--- src/rtl/matrix_dma_pkg.sv ---
// Shared definitions for the matrix write/read DMA engines.
//   - dma_state_e      : FSM state encoding (IDLE, CMD, DAT, WAIT_RSP)
//   - field offsets    : bit positions of the command fields inside the MCIF word
//   - pb_bytes()       : bytes per beat derived from lane count and lane width
//   - pack_cmd()       : packs {base_addr, nonposted, len, offset} into the low bits
//                        of a fixed-width vector; the caller adds the command flag
//                        and zero pad above it.
package matrix_dma_pkg;

    typedef enum logic [1:0] {
        StIdle    = 2'd0,
        StCmd     = 2'd1,
        StDat     = 2'd2,
        StWaitRsp = 2'd3
    } dma_state_e;

    // Command field layout, LSB upwards: offset, len, nonposted, base_addr.
    localparam int unsigned OffsetLsb = 0;
    localparam int unsigned LenLsb    = 32;
    localparam int unsigned CmdPackW  = 96;

    function automatic int unsigned np_lsb(input int unsigned log2_burst);
        return LenLsb + log2_burst;
    endfunction

    function automatic int unsigned base_lsb(input int unsigned log2_burst);
        return LenLsb + log2_burst + 1;
    endfunction

    // Width of the packed command fields (excludes flag bit and pad).
    function automatic int unsigned cmd_fields_w(input int unsigned log2_burst);
        return base_lsb(log2_burst) + 32;
    endfunction

    function automatic int unsigned pb_bytes(input int unsigned tout, input int unsigned dat_dw);
        return (tout * dat_dw) / 8;
    endfunction

    function automatic logic [CmdPackW-1:0] pack_cmd(
        input logic [31:0]    base_addr,
        input logic           nonposted,
        input logic [15:0]    len,
        input logic [31:0]    offset,
        input int unsigned    log2_burst
    );
        logic [CmdPackW-1:0] r;
        r = CmdPackW'(offset);
        r = r | (CmdPackW'(len) << LenLsb);
        r = r | (CmdPackW'(nonposted) << np_lsb(log2_burst));
        r = r | (CmdPackW'(base_addr) << base_lsb(log2_burst));
        return r;
    endfunction

endpackage

--- src/rtl/matrix_wdma_if.sv ---
// Engine-stream and MCIF write-port bundle for matrix_wdma.
//   dat_in_vld/pd/rdy : TOUT-lane result beats from the engine datapath
//   wr_req_vld/rdy/pd : MCIF write request (command or data word)
//   wr_rsp_complete   : MCIF non-posted write completion
// Modports: master = DMA side, slave = engine/MCIF side.
interface matrix_wdma_if #(
    parameter int unsigned TOUT       = 32,
    parameter int unsigned DAT_DW     = 16,
    parameter int unsigned LOG2_BURST = 4
);
    localparam int unsigned DW   = TOUT * DAT_DW;
    localparam int unsigned PD_W = 2 + LOG2_BURST + 32 + DW;

    logic            dat_in_vld;
    logic [DW-1:0]   dat_in_pd;
    logic            dat_in_rdy;
    logic            wr_req_vld;
    logic            wr_req_rdy;
    logic [PD_W-1:0] wr_req_pd;
    logic            wr_rsp_complete;

    modport master (
        input  dat_in_vld,
        input  dat_in_pd,
        output dat_in_rdy,
        output wr_req_vld,
        input  wr_req_rdy,
        output wr_req_pd,
        input  wr_rsp_complete
    );

    modport slave (
        output dat_in_vld,
        output dat_in_pd,
        input  dat_in_rdy,
        input  wr_req_vld,
        output wr_req_rdy,
        input  wr_req_pd,
        output wr_rsp_complete
    );

endinterface

--- src/rtl/matrix_wdma_addr_gen.sv ---
// Address/counter generator for matrix_wdma.
// Nested counters: beat (innermost) -> channel slice -> width burst -> row.
// Offsets are built from three 32-bit bias accumulators (no multipliers).
// Ports:
//   i_clr        : clear all counters (job start)
//   i_adv        : one data beat accepted
//   i_w/i_h/i_ch_div_tout/i_pixel_in/i_surface_stride/i_line_stride : job CSRs
//   o_len        : beats-1 of the current burst
//   o_offset     : byte offset of the current burst
//   o_nonposted  : current burst is the final burst of the job
//   o_last_beat  : current beat is the last of its burst
//   o_pix_zero   : current beat lies beyond the valid pixel count
module matrix_wdma_addr_gen
    import matrix_dma_pkg::*;
#(
    parameter int unsigned TOUT       = 32,
    parameter int unsigned DAT_DW     = 16,
    parameter int unsigned BURST_LEN  = 16,
    parameter int unsigned LOG2_BURST = 4,
    parameter int unsigned W_W        = 12,
    parameter int unsigned H_W        = 12,
    parameter int unsigned CHT_W      = 8,
    parameter int unsigned PIX_W      = 24
) (
    input  logic                  clk,
    input  logic                  rst_n,
    input  logic                  i_clr,
    input  logic                  i_adv,
    input  logic [W_W-1:0]        i_w,
    input  logic [H_W-1:0]        i_h,
    input  logic [CHT_W-1:0]      i_ch_div_tout,
    input  logic [PIX_W-1:0]      i_pixel_in,
    input  logic [31:0]           i_surface_stride,
    input  logic [31:0]           i_line_stride,
    output logic [LOG2_BURST-1:0] o_len,
    output logic [31:0]           o_offset,
    output logic                  o_nonposted,
    output logic                  o_last_beat,
    output logic                  o_pix_zero
);
    localparam logic [31:0] WbStep = 32'(BURST_LEN * pb_bytes(TOUT, DAT_DW));

    logic [LOG2_BURST-1:0] r_beat_cnt;
    logic [CHT_W-1:0]      r_ch_cnt;
    logic [W_W-1:0]        r_wb_cnt;
    logic [H_W-1:0]        r_h_cnt;
    logic [31:0]           r_wb_bias;
    logic [31:0]           r_ch_bias;
    logic [31:0]           r_h_bias;
    logic [31:0]           r_row_pix;  // h_cnt * w, accumulated

    logic [W_W-1:0] w_w_m1;
    logic           w_last_wb;
    logic           w_last_ch;
    logic           w_last_h;
    logic [31:0]    w_pix;

    always_comb begin
        w_w_m1      = i_w - W_W'(1);
        w_last_wb   = (r_wb_cnt == (w_w_m1 >> LOG2_BURST));
        w_last_ch   = (r_ch_cnt == (i_ch_div_tout - CHT_W'(1)));
        w_last_h    = (r_h_cnt == (i_h - H_W'(1)));
        o_len       = w_last_wb ? w_w_m1[LOG2_BURST-1:0] : '1;
        o_last_beat = (r_beat_cnt == o_len);
        o_nonposted = w_last_wb & w_last_ch & w_last_h;
        o_offset    = r_wb_bias + r_ch_bias + r_h_bias;
        w_pix       = r_row_pix + (32'(r_wb_cnt) << LOG2_BURST) + 32'(r_beat_cnt);
        o_pix_zero  = (w_pix >= 32'(i_pixel_in));
    end

    always_ff @(posedge clk or negedge rst_n) begin
        if (!rst_n) begin
            r_beat_cnt <= '0;
            r_ch_cnt   <= '0;
            r_wb_cnt   <= '0;
            r_h_cnt    <= '0;
            r_wb_bias  <= '0;
            r_ch_bias  <= '0;
            r_h_bias   <= '0;
            r_row_pix  <= '0;
        end else if (i_clr) begin
            r_beat_cnt <= '0;
            r_ch_cnt   <= '0;
            r_wb_cnt   <= '0;
            r_h_cnt    <= '0;
            r_wb_bias  <= '0;
            r_ch_bias  <= '0;
            r_h_bias   <= '0;
            r_row_pix  <= '0;
        end else if (i_adv) begin
            if (o_last_beat) begin
                r_beat_cnt <= '0;
                if (w_last_ch) begin
                    r_ch_cnt  <= '0;
                    r_ch_bias <= '0;
                    if (w_last_wb) begin
                        r_wb_cnt  <= '0;
                        r_wb_bias <= '0;
                        r_h_cnt   <= r_h_cnt + H_W'(1);
                        r_h_bias  <= r_h_bias + i_line_stride;
                        r_row_pix <= r_row_pix + 32'(i_w);
                    end else begin
                        r_wb_cnt  <= r_wb_cnt + W_W'(1);
                        r_wb_bias <= r_wb_bias + WbStep;
                    end
                end else begin
                    r_ch_cnt  <= r_ch_cnt + CHT_W'(1);
                    r_ch_bias <= r_ch_bias + i_surface_stride;
                end
            end else begin
                r_beat_cnt <= r_beat_cnt + LOG2_BURST'(1);
            end
        end
    end

endmodule

--- src/rtl/matrix_wdma.sv ---
// Write-DMA for the matrix engines: streams TOUT-lane result beats into a
// channel-tiled feature map via MCIF write bursts (command word, then beats).
// Optional feature macro: MATRIX_WDMA_PERF_CNT_EN adds o_perf_busy_cyc and
// o_perf_stall_cyc.
// Ports:
//   clk, rst_n          : clock, async active-low reset
//   i_start             : 1-cycle job start (ignored unless idle)
//   i_w, i_h, i_ch_div_tout, i_pixel_in, i_base_addr, i_surface_stride,
//   i_line_stride       : job CSRs, held stable while busy
//   o_busy, o_done      : job active, 1-cycle completion pulse
//   wr_if               : engine stream + MCIF write port (master side)
module matrix_wdma
    import matrix_dma_pkg::*;
#(
    parameter int unsigned TOUT       = 32,
    parameter int unsigned DAT_DW     = 16,
    parameter int unsigned BURST_LEN  = 16,
    parameter int unsigned LOG2_BURST = 4,
    parameter int unsigned W_W        = 12,
    parameter int unsigned H_W        = 12,
    parameter int unsigned CHT_W      = 8,
    parameter int unsigned PIX_W      = 24
) (
    input  logic               clk,
    input  logic               rst_n,
    input  logic               i_start,
    input  logic [W_W-1:0]     i_w,
    input  logic [H_W-1:0]     i_h,
    input  logic [CHT_W-1:0]   i_ch_div_tout,
    input  logic [PIX_W-1:0]   i_pixel_in,
    input  logic [31:0]        i_base_addr,
    input  logic [31:0]        i_surface_stride,
    input  logic [31:0]        i_line_stride,
    output logic               o_busy,
    output logic               o_done,
`ifdef MATRIX_WDMA_PERF_CNT_EN
    output logic [31:0]        o_perf_busy_cyc,
    output logic [31:0]        o_perf_stall_cyc,
`endif
    matrix_wdma_if.master      wr_if
);
    localparam int unsigned DW     = TOUT * DAT_DW;
    localparam int unsigned HDR_W  = 2 + LOG2_BURST + 32;
    localparam int unsigned PD_W   = HDR_W + DW;
    localparam int unsigned CMD_FW = cmd_fields_w(LOG2_BURST);
    localparam int unsigned PAD_W  = PD_W - 1 - CMD_FW;

    dma_state_e r_state;
    logic       r_busy;
    logic       r_done;

    logic                  w_dims_ok;
    logic                  w_start_job;
    logic                  w_req_vld;
    logic                  w_beat_acc;
    logic [LOG2_BURST-1:0] w_len;
    logic [31:0]           w_offset;
    logic                  w_nonposted;
    logic                  w_last_beat;
    logic                  w_pix_zero;
    logic [CmdPackW-1:0]   w_cmd_fields;
    logic                  w_unused_fields;
    logic [PD_W-1:0]       w_cmd;
    logic [DW-1:0]         w_beat;
    logic [PD_W-1:0]       w_dat;

    always_comb begin
        w_dims_ok   = (i_w != '0) && (i_h != '0) && (i_ch_div_tout != '0);
        w_start_job = (r_state == StIdle) && i_start && w_dims_ok;
        w_req_vld   = (r_state == StCmd) || ((r_state == StDat) && wr_if.dat_in_vld);
        w_beat_acc  = (r_state == StDat) && wr_if.dat_in_vld && wr_if.wr_req_rdy;

        w_cmd_fields    = pack_cmd(i_base_addr, w_nonposted, 16'(w_len), w_offset, LOG2_BURST);
        w_unused_fields = ^w_cmd_fields[CmdPackW-1:CMD_FW];
        w_cmd           = {1'b1, {PAD_W{1'b0}}, w_cmd_fields[CMD_FW-1:0]};
        // Beats past the valid pixel count are written as zero padding.
        w_beat          = w_pix_zero ? '0 : wr_if.dat_in_pd;
        w_dat           = {{HDR_W{1'b0}}, w_beat};
    end

    assign wr_if.wr_req_vld = w_req_vld;
    assign wr_if.wr_req_pd  = (r_state == StCmd) ? w_cmd : w_dat;
    assign wr_if.dat_in_rdy = (r_state == StDat) && wr_if.wr_req_rdy;
    assign o_busy           = r_busy;
    assign o_done           = r_done;

    matrix_wdma_addr_gen #(
        .TOUT       (TOUT),
        .DAT_DW     (DAT_DW),
        .BURST_LEN  (BURST_LEN),
        .LOG2_BURST (LOG2_BURST),
        .W_W        (W_W),
        .H_W        (H_W),
        .CHT_W      (CHT_W),
        .PIX_W      (PIX_W)
    ) u_addr_gen (
        .clk              (clk),
        .rst_n            (rst_n),
        .i_clr            (w_start_job),
        .i_adv            (w_beat_acc),
        .i_w              (i_w),
        .i_h              (i_h),
        .i_ch_div_tout    (i_ch_div_tout),
        .i_pixel_in       (i_pixel_in),
        .i_surface_stride (i_surface_stride),
        .i_line_stride    (i_line_stride),
        .o_len            (w_len),
        .o_offset         (w_offset),
        .o_nonposted      (w_nonposted),
        .o_last_beat      (w_last_beat),
        .o_pix_zero       (w_pix_zero)
    );

    always_ff @(posedge clk or negedge rst_n) begin
        if (!rst_n) begin
            r_state <= StIdle;
            r_busy  <= 1'b0;
            r_done  <= 1'b0;
        end else begin
            r_done <= 1'b0;
            unique case (r_state)
                StIdle: begin
                    if (i_start) begin
                        if (w_dims_ok) begin
                            r_state <= StCmd;
                            r_busy  <= 1'b1;
                        end else begin
                            r_done <= 1'b1;
                        end
                    end
                end
                StCmd: begin
                    if (wr_if.wr_req_rdy) begin
                        r_state <= StDat;
                    end
                end
                StDat: begin
                    if (w_beat_acc && w_last_beat) begin
                        r_state <= w_nonposted ? StWaitRsp : StCmd;
                    end
                end
                StWaitRsp: begin
                    if (wr_if.wr_rsp_complete) begin
                        r_state <= StIdle;
                        r_busy  <= 1'b0;
                        r_done  <= 1'b1;
                    end
                end
                default: r_state <= StIdle;
            endcase
        end
    end

`ifdef MATRIX_WDMA_PERF_CNT_EN
    logic [31:0] r_perf_busy;
    logic [31:0] r_perf_stall;

    always_ff @(posedge clk or negedge rst_n) begin
        if (!rst_n) begin
            r_perf_busy  <= '0;
            r_perf_stall <= '0;
        end else if ((r_state == StIdle) && i_start) begin
            r_perf_busy  <= '0;
            r_perf_stall <= '0;
        end else begin
            if (r_busy) begin
                r_perf_busy <= r_perf_busy + 32'd1;
            end
            if (w_req_vld && !wr_if.wr_req_rdy) begin
                r_perf_stall <= r_perf_stall + 32'd1;
            end
        end
    end

    assign o_perf_busy_cyc  = r_perf_busy;
    assign o_perf_stall_cyc = r_perf_stall;
`endif

endmodule

--- src/flat_wrapper.sv ---
// flat-port wrapper written by rule: the top's interface ports become plain ports
module matrix_wdma_flat import matrix_dma_pkg::*;
#(
    parameter int unsigned TOUT       = 32,
    parameter int unsigned DAT_DW     = 16,
    parameter int unsigned BURST_LEN  = 16,
    parameter int unsigned LOG2_BURST = 4,
    parameter int unsigned W_W        = 12,
    parameter int unsigned H_W        = 12,
    parameter int unsigned CHT_W      = 8,
    parameter int unsigned PIX_W      = 24
)
  (clk, rst_n, i_start, i_w, i_h, i_ch_div_tout, i_pixel_in, i_base_addr, i_surface_stride, i_line_stride, o_busy, o_done, wr_if_dat_in_vld, wr_if_dat_in_pd, wr_if_dat_in_rdy, wr_if_wr_req_vld, wr_if_wr_req_rdy, wr_if_wr_req_pd, wr_if_wr_rsp_complete);
  matrix_wdma_if #(.TOUT(TOUT), .DAT_DW(DAT_DW), .LOG2_BURST(LOG2_BURST)) wr_if_i ();
  input  logic clk;
  input  logic rst_n;
  input  logic i_start;
  input  logic [W_W-1:0] i_w;
  input  logic [H_W-1:0] i_h;
  input  logic [CHT_W-1:0] i_ch_div_tout;
  input  logic [PIX_W-1:0] i_pixel_in;
  input  logic [31:0] i_base_addr;
  input  logic [31:0] i_surface_stride;
  input  logic [31:0] i_line_stride;
  output logic o_busy;
  output logic o_done;
  input wire logic [$bits(wr_if_i.dat_in_vld)-1:0] wr_if_dat_in_vld;
  input wire logic [$bits(wr_if_i.dat_in_pd)-1:0] wr_if_dat_in_pd;
  output wire logic [$bits(wr_if_i.dat_in_rdy)-1:0] wr_if_dat_in_rdy;
  output wire logic [$bits(wr_if_i.wr_req_vld)-1:0] wr_if_wr_req_vld;
  input wire logic [$bits(wr_if_i.wr_req_rdy)-1:0] wr_if_wr_req_rdy;
  output wire logic [$bits(wr_if_i.wr_req_pd)-1:0] wr_if_wr_req_pd;
  input wire logic [$bits(wr_if_i.wr_rsp_complete)-1:0] wr_if_wr_rsp_complete;
  assign wr_if_i.dat_in_vld = wr_if_dat_in_vld;
  assign wr_if_i.dat_in_pd = wr_if_dat_in_pd;
  assign wr_if_dat_in_rdy = wr_if_i.dat_in_rdy;
  assign wr_if_wr_req_vld = wr_if_i.wr_req_vld;
  assign wr_if_i.wr_req_rdy = wr_if_wr_req_rdy;
  assign wr_if_wr_req_pd = wr_if_i.wr_req_pd;
  assign wr_if_i.wr_rsp_complete = wr_if_wr_rsp_complete;
  matrix_wdma #(.TOUT(TOUT), .DAT_DW(DAT_DW), .BURST_LEN(BURST_LEN), .LOG2_BURST(LOG2_BURST), .W_W(W_W), .H_W(H_W), .CHT_W(CHT_W), .PIX_W(PIX_W)) u_core (.clk(clk), .rst_n(rst_n), .i_start(i_start), .i_w(i_w), .i_h(i_h), .i_ch_div_tout(i_ch_div_tout), .i_pixel_in(i_pixel_in), .i_base_addr(i_base_addr), .i_surface_stride(i_surface_stride), .i_line_stride(i_line_stride), .o_busy(o_busy), .o_done(o_done), .wr_if(wr_if_i));
endmodule
--- config.mk ---
export PLATFORM = sky130hd
export DESIGN_NAME = matrix_wdma_flat
export DESIGN_NICKNAME = d
export VERILOG_FILES = /design/src/rtl/matrix_dma_pkg.sv /design/src/rtl/matrix_wdma_if.sv /design/src/rtl/matrix_wdma_addr_gen.sv /design/src/rtl/matrix_wdma.sv /design/src/flat_wrapper.sv
export SDC_FILE = /design/constraint.sdc
export NUM_CORES = 1
export LEC_CHECK = 0
export ABC_CLOCK_PERIOD_IN_PS = 7950
export CAP_MARGIN = 20
export CORE_AREA = 3 3 475 477
export DETAILED_ROUTE_END_ITERATION = 16
export DIE_AREA = 0 0 478 480
export GPL_TIMING_DRIVEN = 0
export PLACE_DENSITY_LB_ADDON = 0.15
export SETUP_SLACK_MARGIN = 0.15
export SYNTH_ARGS = -nofsm -noshare
export SYNTH_HDL_FRONTEND = slang
export SYNTH_SLANG_ARGS = --single-unit
--- constraint.sdc ---
create_clock -name clk -period 7.95 [get_ports clk]
set_clock_uncertainty 0.05 [all_clocks]
set_input_delay 1.59 -clock clk [delete_from_list [all_inputs] [get_ports clk]]
set_output_delay 1.59 -clock clk [all_outputs]
set_load 0.03 [all_outputs]
# Word-level counts from Yosys, hierarchy flattened
# Cells that the tools add are included.
[totals]
register_bits = 168
word_cells = 121
[op_classes]
mux = 54
add_sub_neg = 15
bitwise_logic = 5
reduce_logical = 23
magnitude_cmp = 1
n_eq_ne = 12
[ops]
columns = ["cell", "count"]
rows = [
  ["$mux W32", 19],
  ["$mux W550", 1],
  ["$mux W512", 1],
  ["$add A32 B32 Y32", 4],
  ["$mux W12", 10],
  ["$or A69 B37 Y69", 1],
  ["$or A69 B69 Y69", 1],
  ["$or A32 B36 Y36", 1],
  ["$add A32 B11 Y32 const B", 1],
  ["$add A32 B12 Y32", 1],
  ["$add A32 B16 Y32", 1],
  ["$add A32 B4 Y32", 1],
  ["$ge A32 B24 Y1", 1],
  ["$mux W8", 4],
  ["$add A12 B1 Y12 const B", 2],
  ["$reduce_bool A12 Y1", 2],
  ["$sub A12 B1 Y12 const B", 2],
  ["$mux W4", 4],
  ["$eq A12 B12 Y1", 1],
  ["$eq A12 B8 Y1", 1],
  ["$mux W2", 6],
  ["$reduce_bool A2 Y1", 5],
  ["$add A8 B1 Y8 const B", 1],
  ["$eq A8 B8 Y1", 1],
  ["19 further kinds", 38],
]

# Depth between registers and ports, before layout
[depth]
ltp_word = 7
depth_mapped = 24
depth_no_buf = 21

# Cells and area by module
# From an unflattened synthesis, not the netlist that was laid out.
[unflattened]
cells_unflattened = 2441
area_unflattened_um2 = 19401.1
[by_module_without_submodules]
columns = ["module", "area_per_inst_um2", "cells_per_inst", "n_inst", "seq_area_each_um2"]
rows = [
  ["matrix_wdma_addr_gen", 15097.0, 1783, 1, 3853.7],
  ["matrix_wdma", 4304.1, 658, 1, 100.1],
]

# Worst setup path after synthesis
# No wires, ideal clock.
[synth_path]
path_type = "register -> output"
from = "register u_core.u_addr_gen.r_beat_cnt[0]"
to = "output port wr_if_wr_req_pd[26]"
arrival_time_ns = 4.900
stages_incl_launch_ff = 23
slack_ns = 1.410
path_cell_list = "dfrtp_1 ha_1 inv_1 fa_1 nor2b_1 o21a_1 o21ai_0 a21oi_1 o41ai_1 nand3_1 a31oi_1 xnor2_1 ha_1 and3_1 a22o_1 o31ai_1 nand3_1 a211oi_1 and4_1 clkbuf_1 clkbuf_1 buf_1 a32o_1"
[synth_between]
elab_chain_cells = 4
[synth_lines]
columns = ["element", "line", "rtl"]
rows = [
  ["start: declaration", "matrix_wdma_addr_gen.sv:43", "logic [LOG2_BURST-1:0] r_beat_cnt;"],
  ["start signal: assignment", "matrix_wdma_addr_gen.sv:111", "r_beat_cnt <= r_beat_cnt + LOG2_BURST'(1);"],
  ["$add A32 B4 Y32", "matrix_wdma_addr_gen.sv:67", "w_pix = r_row_pix + (32'(r_wb_cnt) << LOG2_BURST) + 32'(r_beat_cnt);"],
  ["$ge A32 B24 Y1", "matrix_wdma_addr_gen.sv:68", "o_pix_zero = (w_pix >= 32'(i_pixel_in));"],
  ["$mux W512", "matrix_wdma.sv:77", "w_beat = w_pix_zero ? '0 : wr_if.dat_in_pd;"],
  ["$mux W550", "matrix_wdma.sv:82", "assign wr_if.wr_req_pd = (r_state == StCmd) ? w_cmd : w_dat;"],
  ["end: declaration", "flat_wrapper.sv:32", "output wire logic [$bits(wr_if_i.wr_req_pd)-1:0] wr_if_wr_req_pd;"],
]
# Every way passes these cells.

# Worst setup path in the final report
[layout_path]
from = "register u_core.u_addr_gen.r_beat_cnt[0]"
to = "output port wr_if_wr_req_pd[140]"
# The elaborated chain is that of the path after synthesis.

==> impl_metrics.env <==
export IMPL_status="complete, no violations"
export IMPL_die_w_um=478
export IMPL_ys_dominant_reg_cell="dfrtp_1"
export IMPL_holdPathStages=2
export IMPL_synth_seq_area_share_pct=20.6
export IMPL_final_nets=4544
export IMPL_post_dp_hpwl_um=264000
export IMPL_num_vias=24300
export IMPL_dieHeight_um=480
export IMPL_worstPathMaxFanout=10
export IMPL_grt_pass1_wl_um=338000
export IMPL_rr_worst_depth=12
export IMPL_grt_total_usage_pct=23.9
export IMPL_final_core_util_pct=15.8
export IMPL_rr_startpoint="u_core.u_addr_gen.r_wb_cnt[6]"
export IMPL_ys_async_sr_fraction_pct=100
export IMPL_rsz0062_at_grt="yes"
export IMPL_synth_simple_area_share_pct=30.6
export IMPL_period_minus_slack_ns=7.63
export IMPL_whs_ns=0.479
export IMPL_grt_max_degree=93
export IMPL_port_buffers=1186
export IMPL_synth_edf_count=0
export IMPL_clk_insertion_delay_late_ns=0.52
export IMPL_synth_distinct_cells=76
export IMPL_viasPerCell=3.62
export IMPL_critPathCaptureType="output port"
export IMPL_cp_start_kind="flop"
export IMPL_cts_tree="built"
export IMPL_path_clk_slew_ns=0.08
export IMPL_wirelength_um=286000
export IMPL_worst_pin_slew_ns=1.17
export IMPL_crit_type="reg2out"
export IMPL_fin_tns_setup_ns=0
export IMPL_max_freq_ghz=0.131
export IMPL_synth_area_leaders="dfrtp_1 21%, and2_1 15%, ha_1 11%"
export IMPL_syn_area_um2=19200
export IMPL_core_area_um2=222000
export IMPL_htreeDepth=4
export IMPL_min_to="u_core.o_busy"
export IMPL_syn_avg_cell_area_um2=7.92
export IMPL_synth_top_cell_by_area="dfrtp_1"
export IMPL_grt_antenna_before_repair=188
export IMPL_fill_cells=25400
export IMPL_synth_warnings=0
export IMPL_cts_root_buffer="clkbuf_16"
export IMPL_synth_top_cell_area_share_pct=20.6
export IMPL_hold_start="u_core.o_busy"
export IMPL_rows=173
export IMPL_gp_congestion=1.02
export IMPL_slew_violations=0
export IMPL_max_cap_viol_count=0
export IMPL_cts_sinks=158
export IMPL_fin_crit_sh_pct=95.9
export IMPL_grt_pass1_vias=23900
export IMPL_syn_inst=2424
export IMPL_reg2reg_slack_ns=2.80
export IMPL_cts_buffers=17
export IMPL_start_util_pct=8.66
export IMPL_worstPathArrival_ns=5.99
export IMPL_synth_compound_area_share_pct=20.0
export IMPL_synth_top_family_by_area="simple AND/OR/NAND/NOR gates"
export IMPL_r2r_end="u_core.u_addr_gen.r_h_bias[22]"
export IMPL_synthAdderAreaFrac_pct=13.7
export IMPL_max_slew_margin_pct=21.3
export IMPL_post_drt_wl_per_cell_um=42.5
export IMPL_drc_errors=0
export IMPL_synthMuxAreaShare_pct=0.371
export IMPL_synth_xor_area_share_pct=9.12
export IMPL_hold_path_class="reg2reg"
export IMPL_syn_to_final_growth_pct=82.3
export IMPL_drt_pass1_iter_count=5
export IMPL_gr_total_overflow=0
export IMPL_cp_data_required_time_ns=6.31
export IMPL_hold_violations=0
export IMPL_synth_seq_cells=158
export IMPL_clockBufferDepth=2
export IMPL_final_antenna_net_count=0
export IMPL_io_pins=1224
export IMPL_die_area_um2=229000
export IMPL_ir_worst_vdd_v=0.000155
export IMPL_dr_first_iter_drc_count=1554
export IMPL_power_per_cell_area_nw_per_um2=304
export IMPL_drive_above_1_share_pct=19.1
export IMPL_leakagePower_uw=0.0155
export IMPL_setup_viol=0
==> logic make-up (layout without fill, tap and decap cells) <==
family / Yosys count / in the layout
compound gates: 562 / 562
flops: 158 / 158
fa+ha+maj: 195 / 195
mux: 7 / 7
xor+xnor: 200 / 200
other cells: 1 / 96
simple gates: 1060 / 1060
buf+inv: 241 / 1473
==> layer usage <==
metal	global-route usage (%)	routed length (µm)	part of all wire, %
met4	8.31	13200	4.6
met2	41.6	138000	48
met3	12.3	33200	12
met1	24.6	101000	35
met5	1.10	823	0.29
==> per-stage QoR <==
step	area (µm²)	worst slack (ns)	total power [µW]	cells
after global placement	34900	-4.00	10100	6621
after CTS	35200	0.0853	10800	6665
after global routing	34900	0.147	11000	6699
after floorplan	19300	1.41	4320	2460
after detailed placement	35100	-1.95	10100	6630
final	35000	0.324	10600	6726
==> report_power, final <==
group | internal (µW) | switching, µW
Clock | 536 | 433
Sequential | 829 | 57.9
Combinational | 2300 | 6500
Total | 3660 | 6990
==> what timing repair did <==
action,in CTS,in global routing
pin swaps,2,2
hold buffers,0,0
cloned,2,0
resized for setup,1851,688
endpoints found under the setup margin,512,505
buffers inserted,1,1
==> sequential cells by signal, indices dropped and copies added (netlist names) <==
register,cells
u_core.o_busy,1
u_core.o_done,1
u_core.r_state,2
u_core.u_addr_gen.r_beat_cnt,4
u_core.u_addr_gen.r_ch_bias,32
u_core.u_addr_gen.r_ch_cnt,8
u_core.u_addr_gen.r_h_bias,32
u_core.u_addr_gen.r_h_cnt,12
u_core.u_addr_gen.r_row_pix,32
u_core.u_addr_gen.r_wb_bias,22
u_core.u_addr_gen.r_wb_cnt,12
==> layout make-up <==
| cell class | count | area, µm² | share of cell area, % |
|---|---|---|---|
| Tap cell | 2975 | 3720 | 10.6 |
| Timing Repair Buffer | 1200 | 10700 | 30.6 |
| Inverter | 79 | 297 | 0.847 |
| Antenna cell | 59 | 148 | 0.422 |
| Sequential cell | 158 | 3960 | 11.3 |
| Clock inverter | 12 | 183 | 0.522 |
| Multi-Input combinational cell | 2061 | 14500 | 41.5 |
| Buffer | 162 | 988 | 2.82 |
| Clock buffer | 20 | 447 | 1.28 |
==> layout by cell type (no fill, tap or decap), types with 21 or more instances in the layout <==
cell type / count
clkdlybuf4s50_1: 673
nor4_1: 23
clkdlybuf4s15_2: 28
ha_1: 167
dfrtp_1: 156
diode_2: 59
and2_2: 33
a21oi_1: 150
buf_2: 91
o21ai_0: 81
clkbuf_1: 58
or3_1: 25
and3_1: 40
buf_6: 55
conb_1: 37
nor2_1: 131
xnor2_1: 138
nand4_1: 26
a21o_1: 72
clkbuf_4: 65
xor2_1: 59
buf_4: 135
clkbuf_16: 21
inv_1: 79
nor3_1: 49
fa_1: 25
and2_1: 412
nand3_1: 56
nand2_1: 172
o21a_1: 21
clkbuf_2: 182
a22o_1: 86
==> how the worst max path moves through the flow <==
stage | cells past startpoint | slack (ns) | from | end
after floorplan | 22 | 1.41 | u_core.u_addr_gen.r_beat_cnt[0] | wr_if_wr_req_pd[26]
after global placement | 23 | -4.00 | u_core.u_addr_gen.r_beat_cnt[0] | wr_if_wr_req_pd[5]
after detailed placement | 24 | -1.95 | u_core.u_addr_gen.r_beat_cnt[0] | wr_if_wr_req_pd[62]
after CTS | 25 | 0.09 | u_core.u_addr_gen.r_beat_cnt[0] | wr_if_wr_req_pd[280]
after global routing | 24 | 0.15 | u_core.u_addr_gen.r_beat_cnt[0] | wr_if_wr_req_pd[474]
final | 24 | 0.32 | u_core.u_addr_gen.r_beat_cnt[0] | wr_if_wr_req_pd[140]
==> worst max-delay path, cell delays in order, from the launching register on <==
cell       delay [ns]
dfrtp_2          0.46
ha_1             0.23
inv_1            0.07
fa_2             0.23
nor2b_1          0.05
o21a_1           0.18
o21ai_2          0.16
a21oi_2          0.10
o41ai_2          0.30
buf_4            0.22
nand3_1          0.09
a31oi_2          0.23
xnor2_2          0.18
ha_1             0.29
and3_1           0.20
a22o_1           0.23
o31ai_1          0.22
nand3_1          0.20
a211oi_2         0.24
and4_4           0.28
clkbuf_16        0.22
buf_8            0.21
clkbuf_2         0.23
and2_1           0.33
buf_2            0.29
==> Yosys cell counts, types with 6 or more instances <==
| master | count |
|---|---|
| nor2b_1 | 19 |
| nand2b_1 | 14 |
| dfrtp_1 | 158 |
| o21a_1 | 22 |
| a211o_1 | 7 |
| nor4_1 | 24 |
| nand3_1 | 56 |
| nand4_1 | 26 |
| and4_1 | 6 |
| o31ai_1 | 8 |
| xnor2_1 | 141 |
| clkbuf_1 | 110 |
| nand2_1 | 172 |
| a22o_1 | 95 |
| a2111oi_0 | 6 |
| a21o_1 | 72 |
| and3_1 | 40 |
| ha_1 | 169 |
| o21bai_1 | 12 |
| mux2i_1 | 6 |
| inv_1 | 79 |
| xor2_1 | 59 |
| buf_4 | 37 |
| o21ai_0 | 84 |
| a211oi_1 | 17 |
| fa_1 | 26 |
| nor3b_1 | 11 |
| nor3_1 | 49 |
| nor2_1 | 131 |
| nor4b_1 | 7 |
| buf_2 | 9 |
| a31oi_1 | 16 |
| or3_1 | 25 |
| and2_1 | 452 |
| a21oi_1 | 152 |
(Power assumes the default switching activity.)
